**src/rtl/if_fetch_unit.sv**
```systemverilog
// Instruction-fetch stage: owns the PC, issues the instruction read and predicts
// the next PC through a direct-mapped BTB of 2-bit saturating counters trained by EX.
module if_fetch_unit #(
   parameter int unsigned          WORD_SIZE      = 16,
   parameter int unsigned          BTB_INDEX_BITS = 4,
   parameter logic [WORD_SIZE-1:0] RESET_PC       = '0
) (
   input  logic                 clk,
   input  logic                 reset_n,
   output logic                 i_readM,
   output logic [WORD_SIZE-1:0] i_address,
   input  logic [WORD_SIZE-1:0] i_data,
   input  logic                 i_ready,
   input  logic                 stall_IF,
   input  logic                 redirect_EX,
   input  logic [WORD_SIZE-1:0] redirect_pc_EX,
   input  logic                 btb_update_EX,
   input  logic [WORD_SIZE-1:0] btb_update_pc_EX,
   input  logic [WORD_SIZE-1:0] btb_update_target_EX,
   input  logic                 btb_update_taken_EX,
   output logic [WORD_SIZE-1:0] pc_IF,
   output logic [WORD_SIZE-1:0] branch_predicted_pc_IF,
   output logic [WORD_SIZE-1:0] instruction_IF,
   output logic                 tag_match_IF
);

   localparam int unsigned BTB_ENTRIES  = 1 << BTB_INDEX_BITS;
   localparam int unsigned TAG_BITS     = WORD_SIZE - BTB_INDEX_BITS;
   localparam int unsigned OPERAND_BITS = WORD_SIZE - 4;
   localparam logic [3:0]  OPCODE_NOP   = 4'hF;
   localparam logic [WORD_SIZE-1:0] NOP_WORD = {OPCODE_NOP, OPERAND_BITS'(0)};

   logic [WORD_SIZE-1:0] pc;

   logic                 btb_valid  [BTB_ENTRIES];
   logic [TAG_BITS-1:0]  btb_tag    [BTB_ENTRIES];
   logic [WORD_SIZE-1:0] btb_target [BTB_ENTRIES];
   logic [1:0]           btb_ctr    [BTB_ENTRIES];

   logic [BTB_INDEX_BITS-1:0] lk_idx;
   logic [TAG_BITS-1:0]       lk_tag;
   logic                      lk_hit;
   logic [WORD_SIZE-1:0]      lk_pred;

   logic [BTB_INDEX_BITS-1:0] upd_idx;
   logic [TAG_BITS-1:0]       upd_tag;
   logic                      upd_hit;

   // BTB read port: lookup for the current PC using pre-edge contents
   always_comb begin
      lk_idx  = pc[BTB_INDEX_BITS-1:0];
      lk_tag  = pc[WORD_SIZE-1:BTB_INDEX_BITS];
      lk_hit  = btb_valid[lk_idx] && (btb_tag[lk_idx] == lk_tag);
      lk_pred = (lk_hit && btb_ctr[lk_idx][1]) ? btb_target[lk_idx]
                                               : pc + WORD_SIZE'(1);
   end

   // Fetch outputs; a bubble is presented while in reset or while memory is not ready
   always_comb begin
      i_readM                = reset_n;
      i_address              = pc;
      pc_IF                  = pc;
      instruction_IF         = i_data;
      tag_match_IF           = lk_hit;
      branch_predicted_pc_IF = lk_pred;
      if (!reset_n) begin
         instruction_IF         = NOP_WORD;
         tag_match_IF           = 1'b0;
         branch_predicted_pc_IF = RESET_PC + WORD_SIZE'(1);
      end else if (!i_ready) begin
         instruction_IF         = NOP_WORD;
         tag_match_IF           = 1'b0;
         branch_predicted_pc_IF = pc;
      end
   end

   // PC: EX redirect beats stall and memory wait
   always_ff @(posedge clk or negedge reset_n) begin
      if (!reset_n) begin
         pc <= RESET_PC;
      end else if (redirect_EX) begin
         pc <= redirect_pc_EX;
      end else if (!stall_IF && i_ready) begin
         pc <= branch_predicted_pc_IF;
      end
   end

   always_comb begin
      upd_idx = btb_update_pc_EX[BTB_INDEX_BITS-1:0];
      upd_tag = btb_update_pc_EX[WORD_SIZE-1:BTB_INDEX_BITS];
      upd_hit = btb_valid[upd_idx] && (btb_tag[upd_idx] == upd_tag);
   end

   // BTB write port: train a resident entry or allocate over whatever is there
   always_ff @(posedge clk or negedge reset_n) begin
      if (!reset_n) begin
         for (int unsigned i = 0; i < BTB_ENTRIES; i++) begin
            btb_valid[BTB_INDEX_BITS'(i)]  <= 1'b0;
            btb_tag[BTB_INDEX_BITS'(i)]    <= '0;
            btb_target[BTB_INDEX_BITS'(i)] <= '0;
            btb_ctr[BTB_INDEX_BITS'(i)]    <= 2'b01;
         end
      end else if (btb_update_EX) begin
         if (upd_hit) begin
            if (btb_update_taken_EX) begin
               btb_target[upd_idx] <= btb_update_target_EX;
               if (btb_ctr[upd_idx] != 2'b11) btb_ctr[upd_idx] <= btb_ctr[upd_idx] + 2'd1;
            end else if (btb_ctr[upd_idx] != 2'b00) begin
               btb_ctr[upd_idx] <= btb_ctr[upd_idx] - 2'd1;
            end
         end else begin
            btb_valid[upd_idx]  <= 1'b1;
            btb_tag[upd_idx]    <= upd_tag;
            btb_target[upd_idx] <= btb_update_target_EX;
            btb_ctr[upd_idx]    <= btb_update_taken_EX ? 2'b10 : 2'b01;
         end
      end
   end

endmodule

```
**config.mk**
```make
export PLATFORM = sky130hd
export DESIGN_NAME = if_fetch_unit
export DESIGN_NICKNAME = d
export VERILOG_FILES = /design/src/rtl/if_fetch_unit.sv
export SDC_FILE = /design/constraint.sdc
export NUM_CORES = 1
export LEC_CHECK = 0
export CORE_ASPECT_RATIO = 1.1
export CORE_MARGIN = 2
export CORE_UTILIZATION = 55
export CTS_CLUSTER_SIZE = 14
export DETAILED_ROUTE_END_ITERATION = 7
export PLACE_DENSITY = 0.76
export SYNTH_ARGS = -nofsm -noshare
export SYNTH_HDL_FRONTEND = slang
export SYNTH_SLANG_ARGS = --single-unit
```
**constraint.sdc**
```tcl
create_clock -name clk -period 5.1 [get_ports clk]
set_clock_uncertainty 0.1 [all_clocks]
set_input_delay 1.53 -clock clk [delete_from_list [all_inputs] [get_ports clk]]
set_output_delay 1.53 -clock clk [all_outputs]
set_load 0.02 [all_outputs]
```
=== Word-level counts from Yosys, hierarchy flattened ===
Cells that the tools add are included.

* Bits in registers: 512
* Bits of input ports: 71
* Output and inout bits: 66
* Logic and storage cells: 142

* Add/sub/neg operators: 3
* Order comparisons: 3
* Eq/ne operators: 6
* Multiplexer cells: 50
* Bitwise operators: 4
* Reduce and logical (&&, ||, !) cells: 11

{| class="wikitable"
|+ Operators by type and width
! operator !! count
|-
| 256-bit two-way mux || 2
|-
| 256-bit bitwise mux || 1
|-
| 192-bit bitwise mux || 1
|-
| 16-bit two-way mux || 10
|-
| 32-bit two-way mux || 4
|-
| 12-bit binary-select mux with 4-bit select || 2
|-
| 32-bit bitwise mux || 3
|-
| 16-bit binary-select mux with 4-bit select || 1
|-
| 16-bit demux with 4-bit select || 1
|-
| 12-bit two-way mux || 5
|-
| 12-bit demux with 4-bit select || 1
|-
| 12-bit equality test || 2
|-
| 16-bit by 1-bit adder with 16-bit output, second input constant || 1
|-
| 2-bit binary-select mux with 4-bit select || 2
|-
| 16-bit bitwise OR || 1
|-
| 2-bit two-way mux || 6
|-
| 5-bit >= comparator, second input constant || 2
|-
| 4-bit NOT with 5-bit output || 2
|-
| 1-bit binary-select mux with 4-bit select || 2
|-
| 2-bit demux with 4-bit select || 1
|-
| 1-bit two-way mux || 7
|-
| 3-bit by 2-bit inequality test with 1-bit output, second input constant || 2
|-
| 1-bit logical AND || 5
|-
| 5-bit by 1-bit < comparator with 1-bit output, second input constant || 1
|-
| 9 further kinds || 12
|}

=== Longest topological paths before layout ===
* Depth after elaboration: 12
* Mapped depth: 17
* Depth with buffers taken out: 11

=== Worst setup path before layout ===
Ideal clock, no wire load.

* Kind: input -> register
* From: input btb_update_pc_EX[0]
* To: register btb_ctr[31] in the netlist's numbering
* Setup time: 0.125 ns
* Arrival: 4.977 ns
* Data required time: 4.875 ns
* Slack: -0.101 ns
* Cell stages on the path: 13
* Path buffers: 6
* Cell sequence: buf_2 > buf_6 > buf_4 > buf_2 > buf_1 > mux4_2 > mux4_2 > ha_1 > mux2i_1 > o21a_1 > clkbuf_1 > nand2_1 > mux2_2

* Cells in the longest elaborated chain, start to end: 9
* Elaborated cells between the ends (all ways): 31
* Those cells by class: add/sub: 2; order compare: 2; eq/ne: 4; mux: 18; bitwise: 1; reduce/logical: 4

{| class="wikitable"
|+ RTL lines
! item !! line !! text
|-
| start: declaration || 18 || <nowiki>input logic [WORD_SIZE-1:0] btb_update_pc_EX,</nowiki>
|-
| 4-bit NOT with 5-bit output (*) || - ||
|-
| 2-bit binary-select mux with 4-bit select, or another cell as far along || 107, 108, 109 ||
|-
| 2-bit two-way mux (implied by the code) or 1-bit logical AND (tied branches) || - ||
|-
| 2-bit two-way mux (on tied branches) || - ||
|-
| 2-bit by 1-bit subtractor with 2-bit output, or another cell as far along || 109 || <nowiki>btb_ctr[upd_idx] <= btb_ctr[upd_idx] - 2'd1;</nowiki>
|-
| 32-bit bitwise mux (on tied branches) || 109, 107 ||
|-
| 32-bit two-way mux (on tied branches) || 108, 107 ||
|-
| 32-bit two-way mux || 105 || <nowiki>if (btb_update_taken_EX) begin</nowiki>
|-
| 32-bit two-way mux || 104 || <nowiki>if (upd_hit) begin</nowiki>
|-
| end signal: indexed assignment || 109 ||
|-
| end signal: indexed assignment || 115 || <nowiki>btb_ctr[upd_idx] <= btb_update_taken_EX ? 2'b10 : 2'b01;</nowiki>
|-
| end: declaration || 38 || <nowiki>logic [1:0] btb_ctr [BTB_ENTRIES];</nowiki>
|}

Every way passes the cells marked *; elsewhere a longest branch is shown, timed or not. The select of a mux whose other input is x is not followed.
A chain may end at the register's enable or synchronous reset.

=== Worst setup path in the final report ===
* From: register pc[0] (netlist: i_address[0])
* To: output branch_predicted_pc_IF[0]

* Cells in the longest elaborated chain, start to end: 10
* Elaborated cells between the ends (all ways): 20
* Those cells by class: add/sub: 1; eq/ne: 1; mux: 15; bitwise: 1; reduce/logical: 2

{| class="wikitable"
|+ RTL lines
! item !! line !! text
|-
| start: declaration || 33 || <nowiki>logic [WORD_SIZE-1:0] pc;</nowiki>
|-
| start signal: assignment || 82 || <nowiki>pc <= redirect_pc_EX;</nowiki>
|-
| start signal: assignment || 84 || <nowiki>pc <= branch_predicted_pc_IF;</nowiki>
|-
| 4-bit NOT with 5-bit output (implied by the code) || 53, 54 ||
|-
| 12-bit binary-select mux with 4-bit select || 53 || <nowiki>lk_hit = btb_valid[lk_idx] && (btb_tag[lk_idx] == lk_tag);</nowiki>
|-
| 12-bit two-way mux (implied by the code) (2 in a row) || 53 ||
|-
| 12-bit equality test || 53 ||
|-
| 1-bit logical AND || 53 ||
|-
| 1-bit logical AND || 54 || <nowiki>lk_pred = (lk_hit && btb_ctr[lk_idx][1]) ? btb_target[lk_idx]</nowiki>
|-
| 16-bit two-way mux || 54 ||
|-
| 16-bit two-way mux (*) || 70 || <nowiki>end else if (!i_ready) begin</nowiki>
|-
| 16-bit two-way mux (*) || 66 || <nowiki>if (!reset_n) begin</nowiki>
|-
| end: declaration || 22 || <nowiki>output logic [WORD_SIZE-1:0] branch_predicted_pc_IF,</nowiki>
|}

Marked as above.

==> flow_summary.ini <==
[global_route]
grt_pass1_vias = 18800
globalRouteOverflowTotal = 0
initial_antenna_violation_count = 1
gr-usage-all-layers_pct = 31.7
wire_length_of_the_first_global_routing_pass_um = 117000
grt_max_degree = 170

[logic_synthesis]
synth_ff_type = sky130_fd_sc_hd__dfrtp_1
synthMuxAreaShare_pct = 38.3
synth_simple_gate_area_share_pct = 5.49
synth_top_area_cell = sky130_fd_sc_hd__dfrtp_1
synth_nets = 1916
synth_compound_gate_area_share_pct = 3.31
synth_area_um2 = 26600
syn_avg_cell_area_um2 = 14.4
synth-xor-area-share_pct = 0.791
synth.yosys.seq_area_share_pct = 48.3
synth-edff-count = 0
synth.distinct_cells = 61
synth_cells = 1842
synth.yosys.warnings = 0
synth_top_cells_by_area = sky130_fd_sc_hd__dfrtp_1, sky130_fd_sc_hd__mux2_2, sky130_fd_sc_hd__mux4_2
seq_cells_post_synth = 512
yosys.area.top_type_share_pct = 46.7
post_synthesis_share_of_cell_area_spent_on_full_adders_half_adders_and_majority_gates_pct = 0.141
synthArstFlopShare_pct = 100
synth_top_family_by_area = multiplexers

[hold_path]
holdCritPathClass = reg -> reg
hold-path-cell-count = 1

[clocking]
cts.path.max_buffers = 3
cts_made_buffers = 53
cts-hold-fix-buffers = 0
clock_tree.htree_level_count = 2
clock-sinks = 512
clk_pin_slew_ns = 0.06
clk_root_buffer_cell = sky130_fd_sc_hd__clkbuf_16
cts_tree = done
insertion_delay_to_the_later_sink_of_the_worst_skew_pair_ns = 0.61

[run_status]
violations_in_the_final_reports = setup timing
outcome = finished, violations left

[floorplanning]
io_pins = 137
chipWidth_um = 214
start_util_pct = 55.6
std_cell_rows = 84
die_h_um = 235
floorplan.die_area_um2 = 50100
core_region_area_um2 = 47800

[critical_path]
timing.critical_path.slowest_cell_delay_ns = 0.53
path_cells = buf_6 -> buf_12 -> buf_12 -> mux4_2 -> nand2_1 -> o22ai_1 -> o41ai_4 -> nand3_2 -> nor4_4 -> buf_12 -> mux2_4 -> mux2i_1 -> buf_4 -> nand2_2 -> buf_6
path_common_cell = sky130_fd_sc_hd__buf_12
worstSetupEndpointType = output port
worst-r2r-cell-count = 12
cp_data_arrival_time_ns = 4.08
setup.worst_path.class = reg -> out
worst_ep_required_time_ns = 3.47
critical_path.slowest_cell = sky130_fd_sc_hd__dfrtp_4
cp_max_fo = 6
worstSetupStartpointType = flip-flop

[pwr]
power_switching_w = 0.00362
leakage_nw = 13.8
p_clk_share_pct = 30.0
cellInternalPower_w = 0.00921
share_comb_of_total_power_pct = 26.3
seq_power_share_pct = 43.7
p_per_area_nw_per_um2 = 394
swShare_pct = 28.2
ir_worst_vdd_uv = 317

[placement]
detailed_place.area_um2 = 30100
dp_hpwl_um = 50800
buffers_on_ports = 136
gp_congestion = 0.961

[timing]
final_clock_period_utilization_by_the_worst_path_pct = 112
rsz_0062_raised_after_global_routing = yes
max_slew_margin_pct = 29.6
slew_at_the_pin_closest_to_its_max_slew_limit_ns = 1.06
final_max_slew_viol_count = 0
final_period_minus_worst_setup_slack_ns = 5.71
tns_ns = -8.68
final_critical_path_setup_slack_ns = -0.614
clock.fmax_ghz = 0.175
setup_viol_count_final = 16
finalHoldViolations = 0

[drt]
routed-via-count = 17800
drt_iter0_drc = 1571
postRouteWirelength_um = 76500
via_per_inst = 6.38
post-route-drc-count = 0
ant_nets = 0
route.detailed.wl_per_inst_um = 27.5
first_pass_iters = 5

[cells_and_area]
final.fill_count = 3263
nets = 2175
fraction_of_layout_cells_with_a_size_suffix_above_1_pct = 47.3
areaGrowthSynthToFinish_pct = 22.3
commonest_non_fill_non_tap_cell_in_the_layout = sky130_fd_sc_hd__dfrtp_1
most-common-layout-cells = sky130_fd_sc_hd__dfrtp_1, sky130_fd_sc_hd__mux2_2, sky130_fd_sc_hd__mux4_2
layout.core_utilization_pct = 68.0
insertedDiodeCount = 0
stdcell_area_um2 = 32500

[run]
max_cap_viol_count = 0
[layout make-up]
class	instances	area, um2	area share [%]
Clock buffer	80	1570	4.82
Tap cell	645	807	2.48
Multi-Input combinational cell	1143	13000	40.1
Inverter	17	63.8	0.196
Sequential cell	512	12800	39.5
Clock inverter	13	144	0.443
Timing Repair Buffer	374	4060	12.5
[final timing paths]
path | startpoint | to | slack, ns
max | i_address[0]$_DFFE_PN0P_ | branch_predicted_pc_IF[0] | -0.61
min in group asynchronous | reset_n | i_address[8]$_DFFE_PN0P_ | 0.67
max in group asynchronous | reset_n | i_address[0]$_DFFE_PN0P_ | 2.37
min reg2reg | btb_target[14]$_DFFE_PN0P_ | btb_target[14]$_DFFE_PN0P_ | 0.39
min | btb_target[14]$_DFFE_PN0P_ | btb_target[14]$_DFFE_PN0P_ | 0.39
max reg2reg | btb_tag[158]$_DFFE_PN0P_ | btb_target[36]$_DFFE_PN0P_ | 1.15
[timing repair]
item	4_1_cts	5_1_grt
buffers inserted	23	9
setup endpoints to repair	33	17
cloned	8	0
pin swaps	20	15
gates resized for setup	137	24
[cells in the mapped netlist, types with 6 or more instances]
library cell               number
sky130_fd_sc_hd__o22ai_1       11
sky130_fd_sc_hd__buf_1         15
sky130_fd_sc_hd__a22oi_1        9
sky130_fd_sc_hd__xnor2_1        7
sky130_fd_sc_hd__mux2_1       104
sky130_fd_sc_hd__buf_6         13
sky130_fd_sc_hd__nor3_1        37
sky130_fd_sc_hd__o221ai_1      10
sky130_fd_sc_hd__and3_1        21
sky130_fd_sc_hd__buf_2         36
sky130_fd_sc_hd__nor2_1        42
sky130_fd_sc_hd__nand2b_1      13
sky130_fd_sc_hd__clkbuf_1      75
sky130_fd_sc_hd__a21oi_1       30
sky130_fd_sc_hd__nand2_2        6
sky130_fd_sc_hd__o21a_1         9
sky130_fd_sc_hd__buf_4         30
sky130_fd_sc_hd__a221o_1        6
sky130_fd_sc_hd__xor2_1        17
sky130_fd_sc_hd__mux4_2       183
sky130_fd_sc_hd__nor2b_1        6
sky130_fd_sc_hd__mux2i_1       56
sky130_fd_sc_hd__nand2_8       10
sky130_fd_sc_hd__or2_2         20
sky130_fd_sc_hd__o21ai_0       25
sky130_fd_sc_hd__inv_1         15
sky130_fd_sc_hd__dfstp_2       16
sky130_fd_sc_hd__dfrtp_1      496
sky130_fd_sc_hd__nand3_1       25
sky130_fd_sc_hd__mux2_2       385
sky130_fd_sc_hd__nand2_1       53
sky130_fd_sc_hd__and2_1         6
[critical path: cells and delay by family, from the launching register on]
family | cells | cell delay [ns]
AO/OA/AOI/OAI | 2 | 0.48
flip-flops | 1 | 0.53
buffers and inverters | 6 | 0.86
multiplexers | 3 | 0.93
AND/OR/NAND/NOR | 4 | 0.65
[per-stage QoR]
stage                     power (W)  hold slack [ns]  cells  worst slack, ns
final                        0.0128            0.387   2784           -0.614
after global routing         0.0134            0.401   2784           -0.694
after CTS                    0.0128            0.388   2776           -0.560
after detailed placement    0.00882            0.374   2653           -0.659
after global placement      0.00864            0.368   2653           -0.558
after floorplan             0.00760            0.349   1842           0.0518
[power by group through the flow]
| stage | Clock (W) | Combinational, W | Sequential, W |
|---|---|---|---|
| 3_5_place_dp | 0 | 0.00317 | 0.00565 |
| 4_1_cts | 0.00389 | 0.00334 | 0.00559 |
| 6_report | 0.00385 | 0.00337 | 0.00560 |
| 3_3_place_gp | 0 | 0.00308 | 0.00556 |
| 2_1_floorplan | 0 | 0.00216 | 0.00544 |
| 5_1_grt | 0.00406 | 0.00359 | 0.00571 |
[metal layers]
metal / routed length (um) / track usage (%) / vias to the layer above
met5: 11 / 0 / -
met4: 3800 / 14.9 / 2
met3: 4740 / 5.34 / 214
met2: 38300 / 53.2 / 646
met1: 29600 / 40.4 / 9461
li1: - / - / 7444
[registers in the layout, indices dropped and copies added (netlist names)]
signal / count
btb_target: 256
btb_tag: 192
btb_ctr: 32
btb_valid: 16
i_address: 16
[cell families after synthesis]
family | after synthesis
xor+xnor | 24
mux | 728
compound gates | 130
fa+ha+maj | 3
flops | 512
buf+inv | 187
simple gates | 258
No activity file was read; power rests on OpenSTA's default activity.
